===== config.mk =====
export PLATFORM = sky130hd
export DESIGN_NAME = pll_lock_sequencer
export DESIGN_NICKNAME = d
export VERILOG_FILES = /design/src/rtl/pll_lock_sequencer.sv
export SDC_FILE = /design/constraint.sdc
export NUM_CORES = 1
export LEC_CHECK = 0
export CORE_MARGIN = 1.5
export CORE_UTILIZATION = 54
export CTS_BUF_LIST = sky130_fd_sc_hd__clkbuf_8
export DETAILED_ROUTE_END_ITERATION = 10
export PLACE_DENSITY = 0.78
export SKIP_CTS_REPAIR_TIMING = 1
export SYNTH_ARGS = -nofsm -noshare
export SYNTH_HDL_FRONTEND = slang
export SYNTH_SLANG_ARGS = --single-unit

===== constraint.sdc =====
create_clock -name CLKI -period 1.9 [get_ports CLKI]
set_input_delay 0.38 -clock CLKI [delete_from_list [all_inputs] [get_ports CLKI]]
set_output_delay 0.38 -clock CLKI [all_outputs]
set_load 0.05 [all_outputs]

===== src/rtl/pll_lock_sequencer.sv =====
// pll_lock_sequencer: drives PLL reset, supervises LOCK and releases the downstream reset after stable lock
// Ports: CLKI reference clock, RST async active-high reset, LOCK async PLL lock input;
// PLL_RST/SYS_RST resets to the PLL and the downstream design, READY high in RUN, FAIL high in FAIL,
// RETRY_CNT lock timeouts since the last good lock, STATE current state encoding.
module pll_lock_sequencer #(
  parameter int RST_PULSE_CYC    = 16,
  parameter int LOCK_TIMEOUT_CYC = 90000,
  parameter int LOCK_STABLE_CYC  = 256,
  parameter int MAX_RETRY        = 5
) (
  input  logic       CLKI,
  input  logic       RST,
  input  logic       LOCK,
  output logic       PLL_RST,
  output logic       SYS_RST,
  output logic       READY,
  output logic       FAIL,
  output logic [2:0] RETRY_CNT,
  output logic [2:0] STATE
);
  localparam int MAX_A = RST_PULSE_CYC > LOCK_TIMEOUT_CYC ? RST_PULSE_CYC : LOCK_TIMEOUT_CYC;
  localparam int MAX_C = MAX_A > LOCK_STABLE_CYC ? MAX_A : LOCK_STABLE_CYC;
  localparam int CW = $clog2(MAX_C);
  localparam logic [CW-1:0] RST_END = CW'(RST_PULSE_CYC - 1);
  localparam logic [CW-1:0] TO_END  = CW'(LOCK_TIMEOUT_CYC - 1);
  localparam logic [CW-1:0] ST_END  = CW'(LOCK_STABLE_CYC - 1);
  typedef enum logic [2:0] {
    S_RESET  = 3'd0,
    S_WAIT   = 3'd1,
    S_STABLE = 3'd2,
    S_RUN    = 3'd3,
    S_FAIL   = 3'd4
  } state_t;
  state_t        state_q, state_d;
  logic [CW-1:0] cnt_q, cnt_d;
  logic [2:0]    retry_q, retry_d;
  logic          lock_m_q, lock_m_d, lock_s_q, lock_s_d;
  logic          pll_rst_q, pll_rst_d, sys_rst_q, sys_rst_d, ready_q, ready_d, fail_q, fail_d;
  always_comb begin
    lock_m_d = LOCK;
    lock_s_d = lock_m_q;
    state_d  = state_q;
    retry_d  = retry_q;
    case (state_q)
      S_RESET:  if (cnt_q == RST_END) state_d = S_WAIT;
      // lock has priority over a timeout landing on the same cycle
      S_WAIT:   if (lock_s_q) state_d = S_STABLE;
                else if (cnt_q == TO_END) begin
                  if (retry_q == 3'(MAX_RETRY)) state_d = S_FAIL;
                  else begin
                    state_d = S_RESET;
                    retry_d = retry_q + 3'd1;
                  end
                end
      S_STABLE: if (!lock_s_q) state_d = S_WAIT;
                else if (cnt_q == ST_END) begin
                  state_d = S_RUN;
                  retry_d = 3'd0;
                end
      S_RUN:    if (!lock_s_q) state_d = S_RESET;
      S_FAIL:   state_d = S_FAIL;
      default:  state_d = S_RESET;
    endcase
    // one shared counter restarts on every state change; it idles in RUN and FAIL
    cnt_d = state_d != state_q ? '0 :
            state_q inside {S_RESET, S_WAIT, S_STABLE} ? cnt_q + CW'(1) : cnt_q;
    // outputs decode the next state so they move on the same edge as STATE
    pll_rst_d = state_d == S_RESET || state_d == S_FAIL;
    sys_rst_d = state_d != S_RUN;
    ready_d   = state_d == S_RUN;
    fail_d    = state_d == S_FAIL;
  end
  always_ff @(posedge CLKI or posedge RST) begin
    if (RST) begin
      lock_m_q  <= 1'b0;
      lock_s_q  <= 1'b0;
      state_q   <= S_RESET;
      cnt_q     <= '0;
      retry_q   <= 3'd0;
      pll_rst_q <= 1'b1;
      sys_rst_q <= 1'b1;
      ready_q   <= 1'b0;
      fail_q    <= 1'b0;
    end else begin
      lock_m_q  <= lock_m_d;
      lock_s_q  <= lock_s_d;
      state_q   <= state_d;
      cnt_q     <= cnt_d;
      retry_q   <= retry_d;
      pll_rst_q <= pll_rst_d;
      sys_rst_q <= sys_rst_d;
      ready_q   <= ready_d;
      fail_q    <= fail_d;
    end
  end
  assign PLL_RST   = pll_rst_q;
  assign SYS_RST   = sys_rst_q;
  assign READY     = ready_q;
  assign FAIL      = fail_q;
  assign RETRY_CNT = retry_q;
  assign STATE     = state_q;
endmodule

==> results.sh, run 1 <==
export IMPL_cp_depth=7
export IMPL_p_int_mw=1.34
export IMPL_insertion_delay_ps=280
export IMPL_startpoint="cnt_q[10]$_DFFE_PP0P_"
export IMPL_ys_ff_latch=29
export IMPL_globalRouteTotalUtil=0.241
export IMPL_synthesis_nets=164
export IMPL_fillers=198
export IMPL_worstPathArrival_ps=2090
export IMPL_grt_max_degree=30
export IMPL_die_w_um=56.7
export IMPL_power_switching_share=0.357
export IMPL_cp_cell_sequence="nor4_2 > nand3_1 > or4_4 > buf_6 > a31oi_4 > buf_12 > nor3_1"
export IMPL_postRouteWirelength_um=3490
export IMPL_slew_limit_headroom=0.674
export IMPL_timing_hold_ws_ps=347
export IMPL_start_kind="register"
export IMPL_drt_first_pass_iters=4
export IMPL_synth_edf_count=0
export IMPL_synth_flop_cell="dfrtp_1"
export IMPL_status="finished, violations left"
export IMPL_crit_type="reg2reg"
export IMPL_hpwlAfterDp_um=2420
export IMPL_reg2reg_depth=7
export IMPL_critPathRequiredTime_ps=2060
export IMPL_hold_class="reg2reg"
export IMPL_rows=19
export IMPL_gr_total_overflow=0
export IMPL_drtIter0Drc=58
export IMPL_cts_tree="yes"
export IMPL_yosysSeqAreaShare=0.468
export IMPL_fin_util=0.758
export IMPL_tightestPinTransition_ps=487
export IMPL_post_route_period_util=1.02
export IMPL_cts_max_level=2
export IMPL_grt_pass1_wl_um=5850
export IMPL_fin_worst_skew_ps=7.73
export IMPL_layout_common_cells="buf_4 (30), dfrtp_1 (22), nor2_1 (22)"
export IMPL_dp_cells=219
export IMPL_power_frac_clock=0.242
export IMPL_cp_max_fo=7
export IMPL_total_power_mw=2.09
export IMPL_design_area_um2=2070
export IMPL_seqPwrFrac=0.374
export IMPL_post_place_ws_ps=-104
export IMPL_violations="negative setup slack"
export IMPL_start_util=0.569
export IMPL_layout_setup_ws_ps=-28.8
export IMPL_postPlaceCellArea_um2=1860
export IMPL_layout_min_cycle_time_ps=1930
export IMPL_cellLeakagePower_nw=0.936
export IMPL_nets=203
export IMPL_r2r_start="cnt_q[10]$_DFFE_PP0P_"
export IMPL_ctsRootBufferMaster="clkbuf_8"
export IMPL_cp_slowest_cell="or4_4"
export IMPL_p_switching_mw=0.745
export IMPL_grt_pass1_vias=1282
export IMPL_synth_cell_types=40
export IMPL_hold_viol_final=0
export IMPL_ios=13
export IMPL_yosys_warnings=0
export IMPL_postRouteAntennaNets=0
export IMPL_io_buffers=12
export IMPL_syn_area_um2=1560
export IMPL_wl_per_cell_um=15.2
export IMPL_reg2reg_to="cnt_q[4]$_DFFE_PP0P_"
export IMPL_grt_antenna_before_repair=0
export IMPL_critical_path_max_stage_delay_ps=440
export IMPL_core_um2=2730
export IMPL_area_delta_synth_final_pct=33.1
export IMPL_drc=0
export IMPL_drive_above_1_share=0.343
export IMPL_dieArea_um2=3210
export IMPL_via_per_inst=5.87
export IMPL_crit_end="cnt_q[4]$_DFFE_PP0P_"
export IMPL_clk_pin_slew_ps=60
export IMPL_max_cap_viol_count=0
export IMPL_vdd_ir_drop_max_mv=0.963
export IMPL_antennaDiodeCount=0
export IMPL_setup_viol=9
export IMPL_critPathTopFamily="simple AND/OR/NAND/NOR gates"
export IMPL_comb_power_share=0.384
export IMPL_cp_num_buf_inv=2
export IMPL_layout_commonest_cell="buf_4"
export IMPL_clock_sinks=29
export IMPL_drv_slew=0
export IMPL_stdcell_count=229
export IMPL_critPathCaptureType="register"
export IMPL_fmax_ghz=0.518
export IMPL_reg2reg_slack_ps=-30
export IMPL_clock_path_buffers=2
export IMPL_vias=1344
export IMPL_netlist_instances=158
export IMPL_gp_congestion=0.873
export IMPL_synthArstFlopShare=1.00
export IMPL_p_per_area_nw_per_um2=1010
export IMPL_synth_area_per_cell_um2=9.85
export IMPL_fin_tns_setup_ps=-157
export IMPL_die_h_um=56.7
export IMPL_rsz0062_at_grt="yes"
export IMPL_cts_made_buffers=5
[kinds of logic (layout without fill, tap and decap cells)]
kind of cell,after synthesis,after routing,synth area share
adder cells (fa/ha/maj),3,3,0.0241
XOR/XNOR,16,16,0.0900
flip-flops,29,29,0.468
AO/OA/AOI/OAI,12,12,0.0587
buffers and inverters,9,49,0.0225
multiplexers,3,3,0.0257
AND/OR/NAND/NOR,86,86,0.311
[how the worst min path moves through the flow]
stage,start,endpoint,slack (ps),cells after the start
after floorplan,lock_m_q$_DFF_PP0_,lock_s_q$_DFF_PP0_,330,0
final,lock_m_q$_DFF_PP0_,lock_s_q$_DFF_PP0_,350,0
after global placement,lock_m_q$_DFF_PP0_,lock_s_q$_DFF_PP0_,330,0
after CTS,lock_m_q$_DFF_PP0_,lock_s_q$_DFF_PP0_,350,0
after global routing,lock_m_q$_DFF_PP0_,lock_s_q$_DFF_PP0_,360,0
after detailed placement,lock_m_q$_DFF_PP0_,lock_s_q$_DFF_PP0_,330,0
[power by group through the flow]
| stage | Sequential (mW) | Clock [mW] | Combinational (mW) |
|---|---|---|---|
| after floorplan | 0.853 | 0 | 0.367 |
| after global placement | 0.771 | 0 | 0.656 |
| after detailed placement | 0.777 | 0 | 0.681 |
| after CTS | 0.768 | 0.520 | 0.684 |
| after global routing | 0.791 | 0.543 | 0.880 |
| final | 0.781 | 0.505 | 0.802 |
[routing by layer]
layer	vias up	GRT usage	wire, um
met3	7	0.0622	151
met4	0	0.0918	62
met5	-	0	0
met1	670	0.299	1470
li1	634	-	-
met2	33	0.400	1810
[area by class of cell]
| cell class | instances | area [um2] | area share |
|---|---|---|---|
| clock inverter | 2 | 7.51 | 0.00362 |
| inverter | 5 | 18.8 | 0.00906 |
| clock buffer | 6 | 82.6 | 0.0399 |
| sequential | 29 | 734 | 0.354 |
| timing repair buffer | 36 | 297 | 0.143 |
| tap | 31 | 38.8 | 0.0187 |
| multi-input combinational | 120 | 893 | 0.431 |
[cells in the mapped netlist (3+ instances only)]
| master | instances | share of area |
|---|---|---|
| and4_1 | 4 | 0.023 |
| xnor2_1 | 10 | 0.056 |
| nand3b_1 | 3 | 0.014 |
| nand2_1 | 8 | 0.019 |
| nand2b_1 | 5 | 0.020 |
| xor2_1 | 6 | 0.034 |
| inv_1 | 5 | 0.012 |
| ha_1 | 3 | 0.024 |
| nor3_1 | 9 | 0.029 |
| and3_1 | 4 | 0.016 |
| or3_1 | 3 | 0.012 |
| dfrtp_1 | 27 | 0.43 |
| a21oi_1 | 3 | 0.0096 |
| nor4_1 | 4 | 0.016 |
| nand4_1 | 4 | 0.016 |
| nand3_1 | 8 | 0.026 |
| nor2_1 | 22 | 0.053 |
[sequential cells by signal, indices dropped and copies added (netlist names)]
| register | cells |
|---|---|
| SYS_RST | 1 |
| FAIL | 1 |
| lock_s_q | 1 |
| RETRY_CNT | 3 |
| STATE | 3 |
| lock_m_q | 1 |
| READY | 1 |
| cnt_q | 17 |
| PLL_RST | 1 |
No activity file was read; power rests on OpenSTA's default activity.
==> inputs of run 2 (changes only) <==
--- a/config.mk
+++ b/config.mk
@@ -9,7 +9,7 @@
 export CORE_UTILIZATION = 54
 export CTS_BUF_LIST = sky130_fd_sc_hd__clkbuf_8
 export DETAILED_ROUTE_END_ITERATION = 10
-export PLACE_DENSITY = 0.78
+export PLACE_DENSITY_LB_ADDON = 0.15
 export SKIP_CTS_REPAIR_TIMING = 1
 export SYNTH_ARGS = -nofsm -noshare
 export SYNTH_HDL_FRONTEND = slang
==> run 2 against run 1 <==
  * Final cell count decreased by 0.44%
  * Flip-flop and latch count stayed put
  * Power fell by 0.97%
  * Worst hold slack worse by 1.0 ps
  * First-iteration DRC count up 8.6%
  * Die area unchanged
  * Largest cell class unchanged
  * Critical path type unchanged
  * The flow still finishes with violations (negative setup slack)
  * Utilization is 0.92 points lower
==> results.sh, run 2 (synthesis gave the netlist of run 1 again) <==
export IMPL_status="finished, violations left"
export IMPL_violations="negative setup slack"
export IMPL_tightestPinTransition_ps=494
export IMPL_postPlaceCellArea_um2=1870
export IMPL_io_buffers=12
export IMPL_worstPathArrival_ps=2110
export IMPL_drc=0
export IMPL_insertion_delay_ps=280
export IMPL_fin_worst_skew_ps=7.31
export IMPL_grt_antenna_before_repair=0
export IMPL_reg2reg_slack_ps=-50
export IMPL_cp_cell_sequence="buf_4 > or3b_2 > a21oi_1 > a21o_1 > mux2_4"
export IMPL_gp_congestion=0.820
export IMPL_core_um2=2730
export IMPL_setup_viol=9
export IMPL_critPathCaptureType="register"
export IMPL_drt_first_pass_iters=4
export IMPL_drtIter0Drc=63
export IMPL_post_route_period_util=1.03
export IMPL_grt_max_degree=30
export IMPL_slew_limit_headroom=0.670
export IMPL_postRouteAntennaNets=0
export IMPL_dieArea_um2=3210
export IMPL_vdd_ir_drop_max_mv=1.18
export IMPL_ctsRootBufferMaster="clkbuf_8"
export IMPL_regMostFlops="cnt_q"
export IMPL_post_place_ws_ps=-83.3
export IMPL_largest_reg_flops=17
export IMPL_grt_pass1_vias=1238
export IMPL_rows=19
export IMPL_layout_common_cells="buf_4 (29), dfrtp_1 (22), nor2_1 (22)"
export IMPL_wl_per_cell_um=15.3
export IMPL_layout_min_cycle_time_ps=1950
export IMPL_critPathTopFamily="simple AND/OR/NAND/NOR gates"
export IMPL_hold_class="reg2reg"
export IMPL_cp_max_fo=5
export IMPL_drv_slew=0
export IMPL_holdCritStartpoint="lock_m_q$_DFF_PP0_"
export IMPL_gr_total_overflow=0
export IMPL_via_per_inst=5.70
export IMPL_ios=13
export IMPL_cp_num_buf_inv=1
export IMPL_antennaDiodeCount=0
export IMPL_hpwlAfterDp_um=2530
export IMPL_hold_viol_final=0
export IMPL_cts_max_level=2
export IMPL_globalRouteTotalUtil=0.238
export IMPL_area_delta_synth_final_pct=31.5
export IMPL_die_w_um=56.7
export IMPL_cellLeakagePower_nw=0.922
export IMPL_drive_above_1_share=0.325
export IMPL_start_util=0.569
export IMPL_start_kind="register"
export IMPL_cts_made_buffers=5
export IMPL_r2r_start="STATE[0]$_DFF_PP0_"
export IMPL_layout_commonest_cell="buf_4"
export IMPL_critPathRequiredTime_ps=2060
export IMPL_grt_pass1_wl_um=5800
export IMPL_cp_slowest_cell="or3b_2"
export IMPL_clk_pin_slew_ps=60
export IMPL_fmax_ghz=0.513
export IMPL_layout_setup_ws_ps=-48.9
export IMPL_cts_tree="yes"
export IMPL_crit_type="reg2reg"
export IMPL_design_area_um2=2050
export IMPL_startpoint="STATE[0]$_DFF_PP0_"
export IMPL_rsz0062_at_grt="yes"
export IMPL_critical_path_max_stage_delay_ps=480
export IMPL_nets=202
export IMPL_clock_sinks=29
export IMPL_postRouteWirelength_um=3490
export IMPL_p_per_area_nw_per_um2=1010
export IMPL_die_h_um=56.7
export IMPL_vias=1299
export IMPL_clock_path_buffers=2
export IMPL_max_cap_viol_count=0
## run 2: final timing paths
| check | end | cells after the start |
|---|---|---|
| max in group asynchronous | SYS_RST$_DFF_PP1_ | 3 |
| min in group asynchronous | cnt_q[0]$_DFFE_PP0P_ | 3 |
| worst max-delay path | RETRY_CNT[0]$_DFFE_PP0P_ | 5 |
| worst max register to register | RETRY_CNT[0]$_DFFE_PP0P_ | 5 |
| worst min register to register | lock_s_q$_DFF_PP0_ | 0 |
| worst min-delay path | lock_s_q$_DFF_PP0_ | 0 |
## run 2: stage by stage
step,util,hold WS (ps),TNS [ps],instances,total power [mW]
global route,0.749,351,-746,228,2.18
CTS,0.718,348,-764,227,2.00
finish,0.749,346,-174,228,2.07
detailed placement,0.685,336,-664,219,1.48
floorplan,-,331,-19.1,158,1.22
global placement,0.685,331,-279,219,1.45
## run 2: power breakdown
part	switching, mW	internal (mW)	total, mW
clock network	0.222	0.284	0.505
logic	0.421	0.346	0.767
registers	0.0927	0.703	0.795
## run 2: layout make-up
cell class                      instances  area (um2)
Multi-Input combinational cell        120         867
Sequential cell                        29         734
Fill cell                             189         687
Timing Repair Buffer                   35         298
Clock buffer                            6        82.6
Tap cell                               31        38.8
Inverter                                5        18.8
Clock inverter                          2        7.51
## run 2: layer usage
layer	global-route usage	up-vias	routed length, um
met1	0.303	625	1440
met2	0.382	37	1810
li1	-	632	-
met5	0	-	0
met3	0.0691	5	185
met4	0.0918	0	52
